**src/rtl/interpolation_control_pkg.sv**
```systemverilog
// Shared types and constants for the interpolation control slice.
// Also used by the upstream fetcher for burst sizing.
package interpolation_pkg;

    typedef enum logic [2:0] {
        ST_IDLE,
        ST_H_LOAD,
        ST_H_FILT,
        ST_H_RUN,
        ST_V_FILT,
        ST_DONE
    } state_t;

    typedef enum logic [1:0] {
        MODE_FULL,
        MODE_Y_ONLY,
        MODE_X_ONLY,
        MODE_COPY
    } mode_t;

    localparam int unsigned LINES_FULL  = 9;
    localparam int unsigned LINES_SHORT = 4;
    localparam int unsigned COUNT_END_V = 13;

    function automatic logic uses_vertical(mode_t mode);
        return (mode == MODE_FULL) || (mode == MODE_Y_ONLY);
    endfunction

    function automatic logic [3:0] lines_for_mode(mode_t mode);
        return uses_vertical(mode) ? 4'(LINES_FULL) : 4'(LINES_SHORT);
    endfunction

endpackage

```
**src/rtl/interpolation_control_if.sv**
```systemverilog
// Job, fetcher and datapath-control signals of the interpolation controller.
// master = controller side, slave = fetcher/datapath/environment side.
interface interpolation_control_if;
    logic       START;
    logic [3:0] FRAC_MV_X;
    logic [3:0] FRAC_MV_Y;
    logic       LINE_VALID;
    logic       LOOP_4;
    logic       LOOP_9;
    logic       LOOP_13;
    logic       BUSY;
    logic       DONE;
    logic       LINE_REQ;
    logic       OUT_VALID;
    logic       RST_ASYNC_INTERP;
    logic       RST_ASYNC_REG_COUNTER;
    logic       WRITE_REG_INPUT_LINE;
    logic       WRITE_REG_COUNTER;
    logic       WRITE_REG_INT_OUT;
    logic       WRITE_BUFFER;
    logic       SEL_BUFFER_IN;
    logic       SEL_INTERP_IN;
    logic       SEL_DIMENSION;

    modport master (
        input  START, FRAC_MV_X, FRAC_MV_Y, LINE_VALID, LOOP_4, LOOP_9, LOOP_13,
        output BUSY, DONE, LINE_REQ, OUT_VALID, RST_ASYNC_INTERP, RST_ASYNC_REG_COUNTER,
               WRITE_REG_INPUT_LINE, WRITE_REG_COUNTER, WRITE_REG_INT_OUT, WRITE_BUFFER,
               SEL_BUFFER_IN, SEL_INTERP_IN, SEL_DIMENSION
    );

    modport slave (
        output START, FRAC_MV_X, FRAC_MV_Y, LINE_VALID, LOOP_4, LOOP_9, LOOP_13,
        input  BUSY, DONE, LINE_REQ, OUT_VALID, RST_ASYNC_INTERP, RST_ASYNC_REG_COUNTER,
               WRITE_REG_INPUT_LINE, WRITE_REG_COUNTER, WRITE_REG_INT_OUT, WRITE_BUFFER,
               SEL_BUFFER_IN, SEL_INTERP_IN, SEL_DIMENSION
    );
endinterface

```
**src/rtl/interp_mode_decode.sv**
```systemverilog
// Classifies a fractional motion vector into one of the four interpolation modes.
module interp_mode_decode
    import interpolation_pkg::*;
(
    input  logic [3:0] FRAC_MV_X,
    input  logic [3:0] FRAC_MV_Y,
    output mode_t      MODE
);
    always_comb begin
        case ({FRAC_MV_X != '0, FRAC_MV_Y != '0})
            2'b11:   MODE = MODE_FULL;
            2'b01:   MODE = MODE_Y_ONLY;
            2'b10:   MODE = MODE_X_ONLY;
            default: MODE = MODE_COPY;
        endcase
    end
endmodule

```
**src/rtl/interpolation_control.sv**
```systemverilog
// Control FSM for the 4x4 fractional-sample interpolation datapath.
// Define INTERP_PIPELINE_EN to overlap line loading with horizontal filtering (H_RUN).
module interpolation_control
    import interpolation_pkg::*;
(
    input  logic                    CLK,
    input  logic                    RST_ASYNC_N,
    interpolation_control_if.master bus
);
`ifdef INTERP_PIPELINE_EN
    localparam state_t H_ENTRY = ST_H_RUN;
`else
    localparam state_t H_ENTRY = ST_H_LOAD;
`endif

    state_t     state_q, state_d;
    mode_t      mode_dec, mode_q;
    logic [3:0] pass_cnt_q;
    logic       use_v, x_int, last_h_row, last_v_col;
    logic       cnt_run_q, out_valid_q;
    logic       wr_line, wr_cnt, wr_int, wr_buf;
    logic       sel_buf, sel_interp, sel_dim, line_req, done;

    interp_mode_decode u_mode_decode (
        .FRAC_MV_X (bus.FRAC_MV_X),
        .FRAC_MV_Y (bus.FRAC_MV_Y),
        .MODE      (mode_dec)
    );

    assign use_v = uses_vertical(mode_q);
    assign x_int = (mode_q == MODE_Y_ONLY) || (mode_q == MODE_COPY);

    // pass_cnt_q shadows the datapath counter so a pass ends on the cycle whose
    // increment reaches the LOOP_* value; a flag already low ends it as well.
    assign last_h_row = (pass_cnt_q == lines_for_mode(mode_q) - 4'd1)
                      || (use_v ? !bus.LOOP_9 : !bus.LOOP_4);
    assign last_v_col = (pass_cnt_q == 4'(COUNT_END_V - 1)) || !bus.LOOP_13;

`ifdef INTERP_PIPELINE_EN
    logic [3:0] lines_q;
    logic       row_pend_q;

    always_ff @(posedge CLK or negedge RST_ASYNC_N) begin
        if (!RST_ASYNC_N) begin
            lines_q    <= '0;
            row_pend_q <= 1'b0;
        end else begin
            lines_q    <= (state_q == ST_IDLE) ? '0 : lines_q + {3'd0, wr_line};
            row_pend_q <= (state_q == ST_H_RUN) && wr_line;
        end
    end
`endif

    always_ff @(posedge CLK or negedge RST_ASYNC_N) begin
        if (!RST_ASYNC_N) begin
            state_q     <= ST_IDLE;
            mode_q      <= MODE_COPY;
            pass_cnt_q  <= '0;
            cnt_run_q   <= 1'b0;
            out_valid_q <= 1'b0;
        end else begin
            state_q <= state_d;
            if (state_q == ST_IDLE && bus.START)
                mode_q <= mode_dec;
            if (state_q == ST_IDLE)
                pass_cnt_q <= '0;
            else if (wr_cnt)
                pass_cnt_q <= pass_cnt_q + 4'd1;
            cnt_run_q   <= (state_d != ST_IDLE);
            out_valid_q <= wr_int;
        end
    end

    always_comb begin
        state_d    = state_q;
        wr_line    = 1'b0;
        wr_cnt     = 1'b0;
        wr_int     = 1'b0;
        wr_buf     = 1'b0;
        sel_buf    = 1'b0;
        sel_interp = 1'b0;
        sel_dim    = 1'b0;
        line_req   = 1'b0;
        done       = 1'b0;
        case (state_q)
            ST_IDLE: begin
                if (bus.START)
                    state_d = H_ENTRY;
            end
`ifdef INTERP_PIPELINE_EN
            ST_H_RUN: begin
                line_req   = (lines_q != lines_for_mode(mode_q));
                wr_line    = line_req && bus.LINE_VALID;
                sel_interp = 1'b1;
                sel_dim    = 1'b1;
                sel_buf    = x_int;
                wr_cnt     = row_pend_q;
                wr_buf     = row_pend_q && use_v;
                wr_int     = row_pend_q && !use_v;
                if (row_pend_q && last_h_row)
                    state_d = use_v ? ST_V_FILT : ST_DONE;
            end
`else
            ST_H_LOAD: begin
                line_req   = 1'b1;
                sel_interp = 1'b1;
                wr_line    = bus.LINE_VALID;
                if (bus.LINE_VALID)
                    state_d = ST_H_FILT;
            end
            ST_H_FILT: begin
                sel_interp = 1'b1;
                sel_dim    = 1'b1;
                sel_buf    = x_int;
                wr_cnt     = 1'b1;
                wr_buf     = use_v;
                wr_int     = !use_v;
                if (!last_h_row)
                    state_d = ST_H_LOAD;
                else
                    state_d = use_v ? ST_V_FILT : ST_DONE;
            end
`endif
            ST_V_FILT: begin
                wr_int = 1'b1;
                wr_cnt = 1'b1;
                if (last_v_col)
                    state_d = ST_DONE;
            end
            ST_DONE: begin
                done    = 1'b1;
                state_d = ST_IDLE;
            end
            default: state_d = ST_IDLE;
        endcase
    end

    assign bus.BUSY                  = (state_q != ST_IDLE);
    assign bus.DONE                  = done;
    assign bus.LINE_REQ              = line_req;
    assign bus.OUT_VALID             = out_valid_q;
    assign bus.RST_ASYNC_INTERP      = RST_ASYNC_N;
    assign bus.RST_ASYNC_REG_COUNTER = cnt_run_q;
    assign bus.WRITE_REG_INPUT_LINE  = wr_line;
    assign bus.WRITE_REG_COUNTER     = wr_cnt;
    assign bus.WRITE_REG_INT_OUT     = wr_int;
    assign bus.WRITE_BUFFER          = wr_buf;
    assign bus.SEL_BUFFER_IN         = sel_buf;
    assign bus.SEL_INTERP_IN         = sel_interp;
    assign bus.SEL_DIMENSION         = sel_dim;
endmodule

```
**src/flat_wrapper.sv**
```systemverilog
// flat-port wrapper written by rule: the top's interface ports become plain ports
module interpolation_control_flat import interpolation_pkg::*;
  (CLK, RST_ASYNC_N, bus_START, bus_FRAC_MV_X, bus_FRAC_MV_Y, bus_LINE_VALID, bus_LOOP_4, bus_LOOP_9, bus_LOOP_13, bus_BUSY, bus_DONE, bus_LINE_REQ, bus_OUT_VALID, bus_RST_ASYNC_INTERP, bus_RST_ASYNC_REG_COUNTER, bus_WRITE_REG_INPUT_LINE, bus_WRITE_REG_COUNTER, bus_WRITE_REG_INT_OUT, bus_WRITE_BUFFER, bus_SEL_BUFFER_IN, bus_SEL_INTERP_IN, bus_SEL_DIMENSION);
  interpolation_control_if bus_i ();
  input  logic CLK;
  input  logic RST_ASYNC_N;
  input wire logic [$bits(bus_i.START)-1:0] bus_START;
  input wire logic [$bits(bus_i.FRAC_MV_X)-1:0] bus_FRAC_MV_X;
  input wire logic [$bits(bus_i.FRAC_MV_Y)-1:0] bus_FRAC_MV_Y;
  input wire logic [$bits(bus_i.LINE_VALID)-1:0] bus_LINE_VALID;
  input wire logic [$bits(bus_i.LOOP_4)-1:0] bus_LOOP_4;
  input wire logic [$bits(bus_i.LOOP_9)-1:0] bus_LOOP_9;
  input wire logic [$bits(bus_i.LOOP_13)-1:0] bus_LOOP_13;
  output wire logic [$bits(bus_i.BUSY)-1:0] bus_BUSY;
  output wire logic [$bits(bus_i.DONE)-1:0] bus_DONE;
  output wire logic [$bits(bus_i.LINE_REQ)-1:0] bus_LINE_REQ;
  output wire logic [$bits(bus_i.OUT_VALID)-1:0] bus_OUT_VALID;
  output wire logic [$bits(bus_i.RST_ASYNC_INTERP)-1:0] bus_RST_ASYNC_INTERP;
  output wire logic [$bits(bus_i.RST_ASYNC_REG_COUNTER)-1:0] bus_RST_ASYNC_REG_COUNTER;
  output wire logic [$bits(bus_i.WRITE_REG_INPUT_LINE)-1:0] bus_WRITE_REG_INPUT_LINE;
  output wire logic [$bits(bus_i.WRITE_REG_COUNTER)-1:0] bus_WRITE_REG_COUNTER;
  output wire logic [$bits(bus_i.WRITE_REG_INT_OUT)-1:0] bus_WRITE_REG_INT_OUT;
  output wire logic [$bits(bus_i.WRITE_BUFFER)-1:0] bus_WRITE_BUFFER;
  output wire logic [$bits(bus_i.SEL_BUFFER_IN)-1:0] bus_SEL_BUFFER_IN;
  output wire logic [$bits(bus_i.SEL_INTERP_IN)-1:0] bus_SEL_INTERP_IN;
  output wire logic [$bits(bus_i.SEL_DIMENSION)-1:0] bus_SEL_DIMENSION;
  assign bus_i.START = bus_START;
  assign bus_i.FRAC_MV_X = bus_FRAC_MV_X;
  assign bus_i.FRAC_MV_Y = bus_FRAC_MV_Y;
  assign bus_i.LINE_VALID = bus_LINE_VALID;
  assign bus_i.LOOP_4 = bus_LOOP_4;
  assign bus_i.LOOP_9 = bus_LOOP_9;
  assign bus_i.LOOP_13 = bus_LOOP_13;
  assign bus_BUSY = bus_i.BUSY;
  assign bus_DONE = bus_i.DONE;
  assign bus_LINE_REQ = bus_i.LINE_REQ;
  assign bus_OUT_VALID = bus_i.OUT_VALID;
  assign bus_RST_ASYNC_INTERP = bus_i.RST_ASYNC_INTERP;
  assign bus_RST_ASYNC_REG_COUNTER = bus_i.RST_ASYNC_REG_COUNTER;
  assign bus_WRITE_REG_INPUT_LINE = bus_i.WRITE_REG_INPUT_LINE;
  assign bus_WRITE_REG_COUNTER = bus_i.WRITE_REG_COUNTER;
  assign bus_WRITE_REG_INT_OUT = bus_i.WRITE_REG_INT_OUT;
  assign bus_WRITE_BUFFER = bus_i.WRITE_BUFFER;
  assign bus_SEL_BUFFER_IN = bus_i.SEL_BUFFER_IN;
  assign bus_SEL_INTERP_IN = bus_i.SEL_INTERP_IN;
  assign bus_SEL_DIMENSION = bus_i.SEL_DIMENSION;
  interpolation_control u_core (.CLK(CLK), .RST_ASYNC_N(RST_ASYNC_N), .bus(bus_i));
endmodule
```
**config.mk**
```make
export PLATFORM = sky130hd
export DESIGN_NAME = interpolation_control_flat
export DESIGN_NICKNAME = d
export VERILOG_FILES = /design/src/rtl/interpolation_control_pkg.sv /design/src/rtl/interpolation_control_if.sv /design/src/rtl/interp_mode_decode.sv /design/src/rtl/interpolation_control.sv /design/src/flat_wrapper.sv
export SDC_FILE = /design/constraint.sdc
export NUM_CORES = 1
export LEC_CHECK = 0
export BUFFER_PORTS_ARGS = -buffer_cell sky130_fd_sc_hd__clkbuf_2
export CORE_MARGIN = 3
export CORE_UTILIZATION = 35
export DETAILED_ROUTE_END_ITERATION = 10
export PLACE_DENSITY_LB_ADDON = 0.2
export SYNTH_ARGS = -nofsm -noshare
export SYNTH_HDL_FRONTEND = slang
export SYNTH_SLANG_ARGS = --single-unit
```
**constraint.sdc**
```tcl
create_clock -name CLK -period 1.5 [get_ports CLK]
set_input_delay 0.075 -clock CLK [delete_from_list [all_inputs] [get_ports CLK]]
set_output_delay 0.075 -clock CLK [all_outputs]
set_load 0.1 [all_outputs]
```
==> results.ini, run 1 <==
[status]
status = complete, but fails checks
violations = setup timing

[global_routing]
grt_pass1_vias = 700
grt_pass1_wl_um = 3150
grt_use_total_pct = 18.3
grt.overflow.total = 0
antenna_found_initial = 0
grt_max_degree = 12

[placement]
port_buffers = 27
dpl.hpwl_um = 1330
placed_cell_area_um2 = 1080
routabilityCongestion = 0.822

[sta]
rsz0062_at_grt = yes
setup_viol = 4
tightest_slew_ns = 0.539
slew_headroom_pct = 64.2
setup_ws_ns = -0.0506
finalHoldViolations = 0
period_minus_slack_ns = 1.55
fmax_mhz = 645
final.setup_skew_ns = 0.00382
slew_viol_final = 0
setup-tns-final_ns = -0.126
post-route-period-util_pct = 103
hold-worst-slack_ns = 0.00260

[cts]
cts_tree = yes
cts.htree.levels = 1
clock-root-buffer = clkbuf_4
cts_buffers = 3
cts_max_path_buffers = 2
clock-sinks = 11
clk_pin_slew_ns = 0.07
insertion_delay_ns = 0.28

[logic_synthesis]
yosysWarnings = 0
synth_area_um2 = 654
ys_types = 31
syn_nets = 88
ys_seq_area_share_pct = 42.4
syn_avg_cell_area_um2 = 9.22
netlist_instances = 71
synth_seq_cells = 11

[drt]
vias = 728
drt_first_pass_iters = 4
routed_wirelength_um = 1960
drc = 0
viasPerCell = 4.89
postRouteAntennaNets = 0
wire_per_inst_um = 13.1
drt_iter0_markers = 18

[floorplanning]
die_w_um = 49.2
die_h_um = 49.2
initial_utilization_pct = 37.5
num_rows = 15
ios = 28
core_um2 = 1750
dieArea_um2 = 2420

[critical_path]
worst-path-buf-inv = 1
cp.arrival_ns = 1.48
r2r_end = u_core.state_q[2]$_DFF_PN0_
startpoint_type = flop
critical-path-top-delay-family = simple AND/OR/NAND/NOR gates
r2r_cells = 4
end_kind = output pin
cp_slowest_stage_delay_ns = 0.43
r2r_setup_slack_ns = 0.07
crit_required_ns = 1.42
cp_cell_sequence = and2b_2 -> and2_4 -> or2_4 -> buf_12
crit_slowest_cell = dfrtp_2
critPathKind = reg -> out
cp_max_fo = 5
crit_cells = 4
reg2reg_from = u_core.pass_cnt_q[0]$_DFFE_PN0P_

[cells_and_area]
final_common_cell = buf_4
layout_common_cells = buf_4, clkbuf_2, buf_12, nand2_1, dfrtp_1
utilization_pct = 72.3
diodes = 0
drive_gt1_share_pct = 60.5
area_delta_synth_final_pct = 92.7
post-route-cell-area_um2 = 1260
nNetsFinal = 142

[hold_path]
worstHoldEndpoint = u_core.mode_q[1]$_DFFE_PN1P_
whs_path_depth = 3
hp-class = in -> reg
hp-start = bus_FRAC_MV_Y[2]

[job]
cap_violations = 0

[timing repair]
| item | in CTS | in global routing |
|---|---|---|
| endpoints found under the setup margin | 7 | 8 |
| resized for setup | 9 | 2 |
| pin swaps | 5 | 3 |
| hold endpoints to repair | 11 | 1 |
| hold buffers | 1 | 1 |
| setup buffers | 10 | 3 |
[metal layers]
metal	routed length, µm	track usage, %	vias up
li1	-	-	352
met1	870	21.6	341
met2	876	26.6	29
met3	135	4.89	6
met4	76	17.1	0
met5	0	0	-
[kinds of logic (layout without fill, tap and decap cells)]
kind of cell             after synthesis  in the layout  synth area share (%)
XOR/XNOR                               3              3                  4.02
multiplexers                           1              1                  1.53
adder cells (fa/ha/maj)                2              2                  3.82
buffers and inverters                  7             60                  4.97
AO/OA/AOI/OAI                         11             11                  12.4
flip-flops                            11             11                  42.4
AND/OR/NAND/NOR                       36             36                  30.8
[cell usage after synthesis]
library cell,n,area [µm²]
nor2_1,6,22.5
nand2_1,9,33.8
a31oi_1,2,12.5
nor2b_1,2,12.5
buf_4,1,7.51
a211oi_1,2,15.0
or2_1,1,6.26
a32oi_2,1,16.3
ha_1,2,25.0
or4_1,2,15.0
o21ai_1,2,10.0
and3_1,1,6.26
and2_1,3,18.8
nor3_1,2,10.0
a21oi_1,1,5.00
dfrtp_1,9,225
xnor2_1,3,26.3
nor3b_1,2,15.0
buf_2,2,10.0
a21oi_2,1,8.76
nand2b_1,1,6.26
and2b_1,1,7.51
mux2i_1,1,10.0
a22o_1,1,8.76
inv_1,4,15.0
o21ai_0,1,5.00
nand3b_1,1,7.51
nand4bb_1,1,11.3
nand3_1,3,15.0
dfstp_2,2,52.6
or4b_4,1,13.8
[worst reg2reg max path: cells and delay by family, from the launching register on]
family           cells  cell delay [ns]
flip-flops           1             0.38
AO/OA/AOI/OAI        2             0.34
AND/OR/NAND/NOR      2             0.64
[cell type report]
| cell class | count | area (µm²) |
|---|---|---|
| clock buffers | 4 | 26.3 |
| inverters | 4 | 15.0 |
| multi-input cells | 53 | 425 |
| well taps | 25 | 31.3 |
| flip-flops and latches | 11 | 282 |
| repair buffers | 52 | 482 |
| fillers | 123 | 484 |
[worst max path at each step]
stage	endpoint	from
after floorplan	bus_WRITE_REG_INPUT_LINE	u_core.state_q[1]$_DFF_PN0_
after global placement	bus_SEL_INTERP_IN	u_core.state_q[2]$_DFF_PN0_
after detailed placement	bus_SEL_INTERP_IN	u_core.state_q[2]$_DFF_PN0_
after CTS	bus_SEL_INTERP_IN	u_core.state_q[1]$_DFF_PN0_
after global routing	bus_SEL_INTERP_IN	u_core.state_q[1]$_DFF_PN0_
final	bus_SEL_INTERP_IN	u_core.state_q[1]$_DFF_PN0_
[metrics by stage]
| step | std cells | worst slack [ns] |
|---|---|---|
| after floorplan | 71 | -0.438 |
| after global routing | 149 | -0.0947 |
| after CTS | 145 | -0.0335 |
| after detailed placement | 130 | 0.0619 |
| after global placement | 130 | 0.0700 |
| final | 149 | -0.0506 |
[registers in the layout (all words and copies together), names as in the netlist]
signal / flops
u_core.mode_q: 2
u_core.pass_cnt_q: 4
u_core.bus.RST_ASYNC_REG_COUNTER: 1
u_core.state_q: 3
u_core.bus.OUT_VALID: 1
Power of run 1 is left out: the tool's default activity adds up to more than one toggle a clock period on the data nets, which glitch-free logic cannot reach.
==> run 2, diff against run 1 <==
CTS_BUF_LIST = sky130_fd_sc_hd__clkbuf_8   (was default)
==> run 2 against run 1 <==
  * The run still ends with setup timing left
  * Clock skew decreased by 0.0016 ns
  * Register-to-register slack got worse by 0.04 ns
  * Global-route usage decreased by 0.064 points
  * Final area decreased by 1.4%
  * Die area unchanged
  * Count of clock-buffer cells in the layout decreased by 1
  * Flip-flop and latch count unchanged
  * Cell count decreased by 2.7%
  * Sequential share of layout area increased by 0.31 points
  * Critical endpoint unchanged
==> results.ini, run 2 (synthesis results as in run 1) <==
[placement]
dpl.hpwl_um = 1330  ; unchanged
dp_slack_ns = 0.0619  ; unchanged
port_buffers = 27  ; unchanged
placedCellCount = 130  ; unchanged
routabilityCongestion = 0.822  ; unchanged

[sta]
post-route-period-util_pct = 103  ; -0.36 points
final.setup_skew_ns = 0.00219  ; -0.00163 ns
setup_ws_ns = -0.0453  ; +0.00534 ns
fmax_mhz = 647  ; +0.35%
slew_viol_final = 0  ; unchanged
rsz0062_at_grt = yes
setup_viol = 4  ; unchanged
period_minus_slack_ns = 1.55  ; -0.00534 ns
hold-worst-slack_ns = 0.0414  ; +0.0388 ns
finalHoldViolations = 0  ; unchanged
slew_headroom_pct = 63.0  ; -1.2 points
tightest_slew_ns = 0.557  ; +0.0181 ns

[cells_and_area]
drive_gt1_share_pct = 60.0  ; -0.48 points
area_delta_synth_final_pct = 90.1
nFillCells = 131  ; +6.5%
nNetsFinal = 138  ; -2.8%
regMostFlops = u_core.pass_cnt_q
layout.cells.non_filler = 145  ; -2.7%
utilization_pct = 71.3  ; -1.0 points
layout_common_cells = buf_4, clkbuf_2, buf_12, nand2_1, dfrtp_1
final_common_cell = buf_4
diodes = 0  ; unchanged
largest_reg_flops = 4  ; unchanged
reg_top3 = u_core.pass_cnt_q: 4 flops, u_core.state_q: 3 flops, u_core.mode_q: 2 flops

[job]
cap_violations = 0  ; unchanged

[critical_path]
startpoint_type = flop
reg2reg_from = u_core.pass_cnt_q[0]$_DFFE_PN0P_
cp_max_fo = 5  ; unchanged
critPathKind = reg -> out
r2r_cells = 4  ; unchanged
end_kind = output pin
r2r_end = u_core.state_q[2]$_DFF_PN0_
r2r_setup_slack_ns = 0.03  ; -0.04 ns
startpoint = u_core.state_q[1]$_DFF_PN0_
crit_end = bus_SEL_INTERP_IN
cp.arrival_ns = 1.47  ; about the same
crit_required_ns = 1.42  ; about the same

[hold_path]
hp-class = in -> reg

[drt]
postRouteAntennaNets = 0  ; unchanged
drt_first_pass_iters = 3  ; -1
drt_iter0_markers = 14  ; -4
vias = 716  ; -1.6%
drc = 0  ; unchanged
wire_per_inst_um = 14.7  ; +12%
viasPerCell = 4.94  ; +1.1%
routed_wirelength_um = 2140  ; +9.0%

[floorplanning]
initial_utilization_pct = 37.5  ; unchanged
dieArea_um2 = 2420  ; unchanged
die_w_um = 49.2  ; unchanged
num_rows = 15  ; unchanged
die_h_um = 49.2  ; unchanged
core_um2 = 1750  ; unchanged
ios = 28  ; unchanged

[cts]
cts.htree.levels = 1  ; unchanged
clock-sinks = 11  ; unchanged
clock-root-buffer = clkbuf_8
cts_tree = yes
insertion_delay_ns = 0.24  ; -0.04 ns
cts_buffers = 3  ; unchanged
cts_max_path_buffers = 2  ; unchanged
clk_pin_slew_ns = 0.05  ; -0.02 ns

[global_routing]
grt_most_used_layer = met2
antenna_found_initial = 0  ; unchanged
grt_use_total_pct = 18.2  ; -0.064 points
grt_use_met3_pct = 5.50  ; +0.61 points
grtUsageMet2_pct = 27.7  ; +1.1 points
grt_util_met1_pct = 20.8  ; -0.76 points
grt_pass1_wl_um = 3220  ; +2.2%
grt_max_degree = 12  ; unchanged
grt.overflow.total = 0  ; unchanged
grt_pass1_vias = 713  ; +1.9%

[status]
violations = setup timing
status = complete, but fails checks

run 2: cell types whose count changed in the layout (fill, tap and decap cells not counted), sizes merged:
cell / before / now
inv: 4 / 5
buf: 33 / 30
dlygate4sd3: 2 / 1
clkbuf: 21 / 20
run 2: worst min path at each step:
stage	startpoint	to	slack [ns]	cells past startpoint
floorplan	RST_ASYNC_N	u_core.bus.OUT_VALID$_DFF_PN0_	-0.22	0
global route	bus_FRAC_MV_X[2]	u_core.mode_q[0]$_DFFE_PN1P_	0.04	3
finish	bus_FRAC_MV_X[2]	u_core.mode_q[0]$_DFFE_PN1P_	0.04	3
CTS	bus_FRAC_MV_X[2]	u_core.mode_q[0]$_DFFE_PN1P_	0.04	3
detailed placement	RST_ASYNC_N	u_core.bus.RST_ASYNC_REG_COUNTER$_DFF_PN0_	0.04	2
global placement	RST_ASYNC_N	u_core.bus.RST_ASYNC_REG_COUNTER$_DFF_PN0_	0.04	2
run 2: metal layers:
layer / vias to the layer above / wire length [µm]
met2: 32 / 1000
met5: - / 0
li1: 347 / -
met3: 13 / 127
met1: 324 / 890
met4: 0 / 114
run 2: cell type report:
class / instances / area (µm²) / area share [%]
Sequential cell: 11 / 282 / 22.6
Clock inverter: 1 / 3.75 / 0.302
Timing Repair Buffer: 48 / 449 / 36.1
Multi-Input combinational cell: 53 / 422 / 33.9
Tap cell: 25 / 31.3 / 2.52
Inverter: 4 / 15.0 / 1.21
Clock buffer: 3 / 41.3 / 3.32
run 2: through the flow:
step | setup TNS (ns) | instance area, µm²
after floorplan | -1.65 | 714
after global placement | 0 | 1080
after detailed placement | 0 | 1080
after CTS | -0.00181 | 1200
after global routing | -0.320 | 1240
final | -0.0892 | 1240
run 2: timing repair:
item / 4_1_cts / 5_1_grt
setup buffers: 8 / 2
pin swaps: 3 / 5
endpoints found under the hold margin: 11 / 0
hold buffers: 1 / 0
endpoints found under the setup margin: 5 / 10
cloned: 0 / 0
gates resized for setup: 4 / 6
run 2: worst max-delay path, stage by stage, from the launching register on:
cell and delay [ns]:
dfrtp_2 0.43, and2b_2 0.23, and2_4 0.16, or2_4 0.24, buf_12 0.16
Power of run 2 is left out for the same reason.
==> run 3, diff against run 2 <==
TNS_END_PERCENT = 5   (was default)
==> run 3 against run 2 <==
  * Core utilization decreased by 4.7 points
  * Final area is 6.5% lower
  * Worst hold slack gained 0.0065 ns
  * The flow still finishes with violations (setup timing)
  * Critical path type unchanged
  * Highest routed layer unchanged
==> results.ini, run 3 (synthesis results as in run 1) <==
[cells_and_area]
regMostFlops = u_core.pass_cnt_q
area_delta_synth_final_pct = 77.6
nNetsFinal = 130  ; -5.8%
layout.cells.non_filler = 137  ; -5.5%
drive_gt1_share_pct = 51.8  ; -8.2 points
final_common_cell = clkbuf_2
largest_reg_flops = 4  ; unchanged
diodes = 0  ; unchanged
reg_top3 = u_core.pass_cnt_q: 4 flops, u_core.state_q: 3 flops, u_core.mode_q: 2 flops
layout_common_cells = clkbuf_2, buf_4, buf_12, nand2_1, dfrtp_1

[status]
violations = setup timing
status = complete, but fails checks

[drt]
viasPerCell = 4.93  ; about the same
routed_wirelength_um = 1890  ; -11%
postRouteAntennaNets = 0  ; unchanged
drt_first_pass_iters = 4  ; +1
drt_iter0_markers = 16  ; +2
wire_per_inst_um = 13.8  ; -6.3%
drc = 0  ; unchanged
vias = 676  ; -5.6%

[floorplanning]
ios = 28  ; unchanged
initial_utilization_pct = 37.5  ; unchanged
core_um2 = 1750  ; unchanged
dieArea_um2 = 2420  ; unchanged
die_h_um = 49.2  ; unchanged
die_w_um = 49.2  ; unchanged
num_rows = 15  ; unchanged

[critical_path]
critPathKind = reg -> out
crit_slowest_cell = dfrtp_1
critical-path-top-delay-family = simple AND/OR/NAND/NOR gates
cp_max_fo = 4  ; -1
cp_slowest_stage_delay_ns = 0.38  ; -0.05 ns
crit_required_ns = 1.42  ; about the same
r2r_setup_slack_ns = 0.08  ; +0.05 ns
startpoint_type = flop
end_kind = output pin
cp_cell_sequence = and2b_2 -> and2_4 -> or2_4 -> buf_12
worst-path-buf-inv = 1  ; unchanged
cp.arrival_ns = 1.44  ; -0.03 ns

[placement]
placedCellCount = 129  ; -0.77%
routabilityCongestion = 0.907  ; +10%
dpl.hpwl_um = 1420  ; +7.0%
port_buffers = 27  ; unchanged

[cts]
insertion_delay_ns = 0.24  ; about the same
cts_tree = yes
cts_max_path_buffers = 2  ; unchanged
cts_buffers = 3  ; unchanged
clock-root-buffer = clkbuf_8
clk_pin_slew_ns = 0.05  ; about the same
clock-sinks = 11  ; unchanged
cts.htree.levels = 1  ; unchanged

[global_routing]
grt.overflow.total = 0  ; unchanged
grt_max_degree = 12  ; unchanged
antenna_found_initial = 0  ; unchanged
grt_pass1_wl_um = 2950  ; -8.3%
grt_pass1_vias = 658  ; -7.7%
grt_use_total_pct = 16.6  ; -1.7 points

[sta]
tightest_slew_ns = 0.553  ; -0.00401 ns
setup_viol = 1  ; -3
period_minus_slack_ns = 1.52  ; -0.0292 ns
fmax_mhz = 660  ; +1.9%
slew_headroom_pct = 63.3  ; +0.27 points
post-route-period-util_pct = 101  ; -1.9 points
setup_ws_ns = -0.0161  ; +0.0292 ns
finalHoldViolations = 0  ; unchanged
final.setup_skew_ns = 0.00260  ; +0.000409 ns
rsz0062_at_grt = yes
slew_viol_final = 0  ; unchanged

[job]
cap_violations = 0  ; unchanged

[hold_path]
hp-class = in -> reg

==> run 3: changes by cell type in the layout (fill, tap and decap cells not counted), sizes merged <==
cell  change
buf       -8
==> run 3: worst register-to-register path, cell delays in order (launching register included) <==
cell and delay (ns):
dfrtp_1 0.38, or4b_4 0.55, a32oi_2 0.20, nand2_1 0.10
a21oi_2 0.13
==> run 3: timing repair <==
action	4_1_cts	5_1_grt
setup endpoints to repair	5	7
endpoints found under the hold margin	11	0
gates resized for setup	4	3
pin swaps	2	2
hold buffers	1	0
buffers inserted	2	1
==> run 3: worst paths after layout <==
kind                                                  startpoint                      endpoint  cells after the start
worst max-delay path                 u_core.state_q[2]$_DFF_PN0_             bus_SEL_INTERP_IN                      4
worst min-delay path                            bus_FRAC_MV_X[2]  u_core.mode_q[0]$_DFFE_PN1P_                      3
worst max register to register  u_core.pass_cnt_q[0]$_DFFE_PN0P_   u_core.state_q[2]$_DFF_PN0_                      4
worst min register to register      u_core.mode_q[0]$_DFFE_PN1P_  u_core.mode_q[0]$_DFFE_PN1P_                      2
max in group asynchronous                            RST_ASYNC_N  u_core.mode_q[0]$_DFFE_PN1P_                      3
min in group asynchronous                            RST_ASYNC_N   u_core.state_q[1]$_DFF_PN0_                      3
==> run 3: final cells by class <==
cell class / count / area, µm²
flip-flops and latches: 11 / 278
multi-input cells: 53 / 408
fillers: 143 / 583
clock inverters: 1 / 3.75
inverters: 4 / 15.0
clock buffers: 3 / 41.3
well taps: 25 / 31.3
repair buffers: 40 / 385
==> run 3: routing by layer <==
layer / vias to the layer above / GRT usage (%) / part of all wire, %
li1: 330 / - / -
met5: - / 0 / 0
met4: 0 / 9.48 / 0.85
met3: 2 / 2.75 / 6.9
met2: 26 / 28.8 / 52
met1: 318 / 18.9 / 41
==> run 3: per-stage QoR <==
step | hold slack, ns | util (%) | TNS [ns] | instance area [µm²] | setup slack (ns)
6_report | 0.0479 | 66.6 | -0.0161 | 1160 | -0.0161
5_1_grt | 0.0636 | 66.6 | -0.114 | 1160 | -0.0524
4_1_cts | 0.0429 | 65.5 | -0.0745 | 1140 | -0.0335
3_5_place_dp | 0.0230 | 60.4 | 0 | 1050 | 0.0925
3_3_place_gp | 0.0215 | 60.4 | 0 | 1050 | 0.130
2_1_floorplan | -0.221 | - | -3.18 | 694 | -0.438
Power of run 3 is left out for the same reason.
